[config.mk]
export PLATFORM = sky130hd
export DESIGN_NAME = rns_reverse_conv_32_17_13_11
export DESIGN_NICKNAME = d
export VERILOG_FILES = /design/src/rtl/rns_reverse_conv_32_17_13_11.sv
export SDC_FILE = /design/constraint.sdc
export NUM_CORES = 1
export LEC_CHECK = 0
export CAP_MARGIN = 25
export CORE_MARGIN = 4
export CORE_UTILIZATION = 60
export CTS_BUF_LIST = sky130_fd_sc_hd__clkbuf_8 sky130_fd_sc_hd__clkbuf_16
export DETAILED_ROUTE_END_ITERATION = 10
export GPL_TIMING_DRIVEN = 0
export MAX_ROUTING_LAYER = met4
export PLACE_DENSITY = 0.78
export SYNTH_ARGS = -nofsm -noshare
export SYNTH_HDL_FRONTEND = slang
export SYNTH_SLANG_ARGS = --single-unit
[constraint.sdc]
create_clock -name clk -period 28 [get_ports clk]
set_input_delay 2.8 -clock clk [delete_from_list [all_inputs] [get_ports clk]]
set_output_delay 2.8 -clock clk [all_outputs]
set_load 0.05 [all_outputs]
[src/rtl/rns_reverse_conv_32_17_13_11.sv]
// Iterative mixed-radix reverse converter for the {32,17,13,11} residue system.
// One mixed-radix digit is resolved per cycle; the weighted sum is registered before the result is held.
module rns_reverse_conv_32_17_13_11 #(
  parameter int OUT_W     = 17,
  parameter int ERR_CHECK = 1
) (
  input  logic             clk,
  input  logic             rst,
  input  logic             in_valid,
  output logic             in_ready,
  input  logic [4:0]       r32,
  input  logic [4:0]       r17,
  input  logic [3:0]       r13,
  input  logic [3:0]       r11,
  output logic             out_valid,
  input  logic             out_ready,
  output logic [OUT_W-1:0] x,
  output logic             err
);

  typedef enum logic [2:0] {IDLE, D2, D3, D4, SUM, HOLD} state_t;

  state_t state_q, state_d;

  logic [4:0]       r32_p0, r17_p0;
  logic [3:0]       r13_p0, r11_p0;
  logic             err_p0;
  logic [4:0]       a2_p1;
  logic [3:0]       a3_p2;
  logic [3:0]       a4_p3;
  logic [OUT_W-1:0] x_p4;

  function automatic logic [4:0] mod17(input logic [11:0] v);
    logic [11:0] t;
    t = v % 12'd17;
    return t[4:0];
  endfunction

  function automatic logic [3:0] mod13(input logic [11:0] v);
    logic [11:0] t;
    t = v % 12'd13;
    return t[3:0];
  endfunction

  function automatic logic [3:0] mod11(input logic [11:0] v);
    logic [11:0] t;
    t = v % 12'd11;
    return t[3:0];
  endfunction

  logic        in_err;
  logic [4:0]  d17, a2_d;
  logic [3:0]  u13, v13, w13, a3_d;
  logic [3:0]  u11, v11, t11, s11, q11, a4_d;
  logic [16:0] x_sum;

  assign in_err = (ERR_CHECK != 0) && ((r17 > 5'd16) || (r13 > 4'd12) || (r11 > 4'd10));

  // Each subtraction adds the modulus first so the unsigned intermediate never wraps.
  always_comb begin
    d17  = mod17(12'(mod17(12'(r17_p0))) + 12'd17 - 12'(mod17(12'(r32_p0))));
    a2_d = mod17(12'(d17) * 12'd8);

    u13  = mod13(12'(mod13(12'(r13_p0))) + 12'd13 - 12'(mod13(12'(r32_p0))));
    v13  = mod13(12'(u13) * 12'd11);
    w13  = mod13(12'(v13) + 12'd13 - 12'(mod13(12'(a2_p1))));
    a3_d = mod13(12'(w13) * 12'd10);

    u11  = mod11(12'(mod11(12'(r11_p0))) + 12'd11 - 12'(mod11(12'(r32_p0))));
    v11  = mod11(12'(u11) * 12'd10);
    t11  = mod11(12'(v11) + 12'd11 - 12'(mod11(12'(a2_p1))));
    s11  = mod11(12'(t11) * 12'd2);
    q11  = mod11(12'(s11) + 12'd11 - 12'(mod11(12'(a3_p2))));
    a4_d = mod11(12'(q11) * 12'd6);

    x_sum = 17'(r32_p0) + 17'(a2_p1) * 17'd32 + 17'(a3_p2) * 17'd544
          + 17'(a4_p3) * 17'd7072;
  end

  always_comb begin
    state_d = state_q;
    case (state_q)
      IDLE:    if (in_valid) state_d = D2;
      D2:      state_d = D3;
      D3:      state_d = D4;
      D4:      state_d = SUM;
      SUM:     state_d = HOLD;
      HOLD:    if (out_ready) state_d = IDLE;
      default: state_d = IDLE;
    endcase
  end

  always_ff @(posedge clk) begin
    if (rst) state_q <= IDLE;
    else     state_q <= state_d;
  end

  always_ff @(posedge clk) begin
    if (rst) begin
      r32_p0 <= '0;
      r17_p0 <= '0;
      r13_p0 <= '0;
      r11_p0 <= '0;
      err_p0 <= 1'b0;
      a2_p1  <= '0;
      a3_p2  <= '0;
      a4_p3  <= '0;
      x_p4   <= '0;
    end else begin
      case (state_q)
        IDLE: if (in_valid) begin
          r32_p0 <= r32;
          r17_p0 <= r17;
          r13_p0 <= r13;
          r11_p0 <= r11;
          err_p0 <= in_err;
        end
        D2:  a2_p1 <= a2_d;
        D3:  a3_p2 <= a3_d;
        D4:  a4_p3 <= a4_d;
        // Weighted sum stage: out-of-range residues force a zero result
        SUM: x_p4  <= err_p0 ? '0 : OUT_W'(x_sum);
        default: ;
      endcase
    end
  end

  assign in_ready  = (state_q == IDLE);
  assign out_valid = (state_q == HOLD);
  assign x         = x_p4;
  assign err       = err_p0;

endmodule

==> out/qor.csv <==
stage,metric,value,unit
sta,fin_crit_sh,89.23,%
worst_setup_path,path_buf_inv,8,
worst_setup_path,path_common_cell,ha_1,
cells_and_area,area_growth,7.358,%
synth,netlist_area,0.01212,mm2
global_routing,grt_pass1_vias,11156,
sta,worst_pin_slew,0.8509,ns
global_routing,track_usage,25.69,%
worst_setup_path,r2r_slack,3.02,ns
synth,async_flop_share,0,%
global_routing,grt_start_max_net_pins,18,
worst_setup_path,crit_cells,94,
hold_path,whs_path_depth,2,
route,wirelength,28470,um
route,wl_per_cell,14.58,um
cts,h-tree-depth,2,
sta,timing.slew.headroom,42.38,%
cts,cts_resized,0,
route,ant_nets,0,
cts,cts_buffer_depth,2,
worst_setup_path,reg2reg_to,a4_p3[0]$_SDFFE_PP0N_,
status,status,"finished, final reports clean",
floorplanning,die_width,150.2,um
place,globalplace.congestion,0.9632,
cts,cts_tree,built,
sta,max_freq,0.04003,GHz
route,dr.pass1.iters,5,
hold_path,hp-start,r11_p0[3]$_SDFFE_PP0P_,
sta,fin_crit,24.98,ns
hold_path,min_delay_worst_endpoint,r11_p0[3]$_SDFFE_PP0P_,
synth,ys_seq_elements,52,
worst_setup_path,critPathKind,register to register,
cts,cts_buffers,5,
floorplanning,core,0.01965,mm2
cts,hold_buffers,0,
route,drtIter0Drc,701,
global_routing,antenna_found_initial,1,
cts,path_clk_slew,0.07,ns
sta,rsz0062_at_grt,no,
place,io_buffers,41,
synth,ys.warnings.count,0,
sta,finClkSkew,0.006953,ns
job,drv_cap,0,
global_routing,grt_pass1_wl,49250,um
synth,yosys.cell_types.count,113,
global_routing,grt-ovfl-total,0,
floorplanning,rows,51,
sta,finalSetupTns,0,ns
synth,synth.avg_cell_area,7.402,um2
floorplanning,ios,42,
cells_and_area,drive_gt1_share,5.157,%
route,drc,0,
cts,post_cts_buffers,0,
worst_setup_path,critPathMaxFanout,10,
worst_setup_path,worstPathArrival,25.15,ns
cts,clock_latency,0.30,ns
synth,synth_ff_type,dfxtp_1,
synth,synth_nets,1854,
worst_setup_path,rr_worst_depth,94,
floorplanning,chipHeight,150.2,um
route,vias,12034,
worst_setup_path,path_delay_family,adder cells,
worst_setup_path,slowest_stage,fa_1,
cts,cts_sinks,52,
sta,maxSlewViolCount,0,
cells_and_area,fin_nets,1902,
floorplanning,start_util,61.69,%
cts,cts_root_buf,clkbuf_16,
worst_setup_path,cp.required,28.16,ns
worst_setup_path,cp-end-kind,register,
worst_setup_path,cp_slowest_stage_delay,0.51,ns
cells_and_area,final_common_cell,ha_1,
synth,synthCells,1638,
worst_setup_path,cp-start-kind,register,
hold_path,min_path_type,register to register,
synth,seq_area_frac_synth,8.586,%
route,routed_via_density,6.162,
place,dpl.hpwl,22890,um
floorplanning,die_area,0.02255,mm2
sta,hold_viol_final,0,
cells_and_area,fillers,1738,
cells_and_area,final_cell_mix,"173 x ha_1, 147 x inv_1, 143 x nand2_1",
synth,synth_edf_count,0,
sta,finalSetupViolCount,0,
worst_setup_path,r2r-start,r32_p0[0]$_SDFFE_PP0P_,
## stage by stage
step,worst slack (ns),cells,instance area [um2],utilization [%],hold WS [ns]
finish,3.016,1953,13020,66.23,0.4833
global placement,3.850,1944,12870,65.46,0.4683
floorplan,6.397,1638,12120,-,0.4459
CTS,3.195,1952,13010,66.21,0.4838
detailed placement,3.272,1944,12870,65.46,0.4741
global route,0.7161,1953,13020,66.23,0.5154
## worst max-delay path by stage
| stage | start | endpoint | slack (ns) |
|---|---|---|---|
| 5_1_grt | r32_p0[0]$_SDFFE_PP0P_ | a4_p3[0]$_SDFFE_PP0N_ | 0.72 |
| 3_3_place_gp | r32_p0[0]$_SDFFE_PP0P_ | a4_p3[0]$_SDFFE_PP0N_ | 3.85 |
| 4_1_cts | r32_p0[0]$_SDFFE_PP0P_ | a4_p3[0]$_SDFFE_PP0N_ | 3.20 |
| 3_5_place_dp | r32_p0[0]$_SDFFE_PP0P_ | a4_p3[0]$_SDFFE_PP0N_ | 3.27 |
| 2_1_floorplan | r32_p0[0]$_SDFFE_PP0P_ | a4_p3[3]$_SDFFE_PP0N_ | 6.40 |
| 6_report | r32_p0[0]$_SDFFE_PP0P_ | a4_p3[0]$_SDFFE_PP0N_ | 3.02 |
## cell families (layout without fill, tap and decap cells)
kind of cell,after synthesis,in the layout,share of synthesized area (%)
AOI/OAI and AO/OA,533,533,31.01
xor gates and xnor gates,114,114,8.411
adders and majority gates,199,199,21.73
buffers and inverters,207,256,6.739
DFF,52,52,8.586
muxes,39,39,3.385
other,0,1,0
and+or+nand+nor,494,494,20.13
## worst min-delay path, stage by stage, from the launching register on
cell and delay (ns):
dfxtp_1 0.33, nand2_1 0.06, a21oi_1 0.05
## flip-flops by register name, summed over array words and instances (netlist names)
signal,flops
a2_p1,5
a3_p2,4
a4_p3,4
err,1
r11_p0,4
r13_p0,4
r17_p0,5
r32_p0,5
state_q,3
x,17
## area by class of cell
class,count,area [um2],share of cell area (%)
Inverter,151,566.8,4.355
Antenna cell,1,2.502,0.01923
Clock inverter,3,22.52,0.1730
Tap cell,265,331.6,2.547
Multi-Input combinational cell,1379,10270,78.87
Buffer,56,250.2,1.923
Timing Repair Buffer,41,410.4,3.153
Sequential cell,52,1041,7.998
Clock buffer,5,125.1,0.9613
## metal layers
metal / vias up / routed length (um) / GRT usage [%]
met2: 326 / 13260 / 43.82
met3: 28 / 1806 / 2.920
met4: 0 / 263 / 3.934
met5: - / 0 / -
met1: 5606 / 13140 / 33.59
li1: 6074 / - / -
## cells in the mapped netlist, types with 8 or more instances
library cell,n,area (um2)
a211o_1,10,87.58
nor2_1,115,431.7
nand3_1,44,220.2
a211oi_1,20,150.1
o21ai_1,8,40.04
a22oi_1,24,180.2
a21oi_1,132,660.6
o211a_1,10,100.1
ha_1,173,2165
dfxtp_1,52,1041
o21a_1,16,120.1
nor3b_1,16,120.1
a21o_1,35,262.8
o32ai_1,8,70.07
o31ai_1,11,82.58
clkbuf_1,41,153.9
a22o_1,8,70.07
mux2_2,12,135.1
o211ai_1,24,180.2
a31oi_1,16,100.1
o21bai_1,15,112.6
xnor2_1,84,735.7
or2_2,10,62.56
o22ai_1,13,81.33
nor3_1,46,230.2
fa_1,21,420.4
mux2i_1,25,250.2
and2_1,16,100.1
nand2b_1,15,93.84
nor4_1,11,68.82
inv_1,147,551.8
nand2_1,143,536.8
or3_1,10,62.56
o21ai_0,84,420.4
nor2b_1,28,175.2
xor2_1,28,245.2
Power is not shown: default switching activity piles up to over one toggle a cycle in this logic, so the estimate is an artifact.
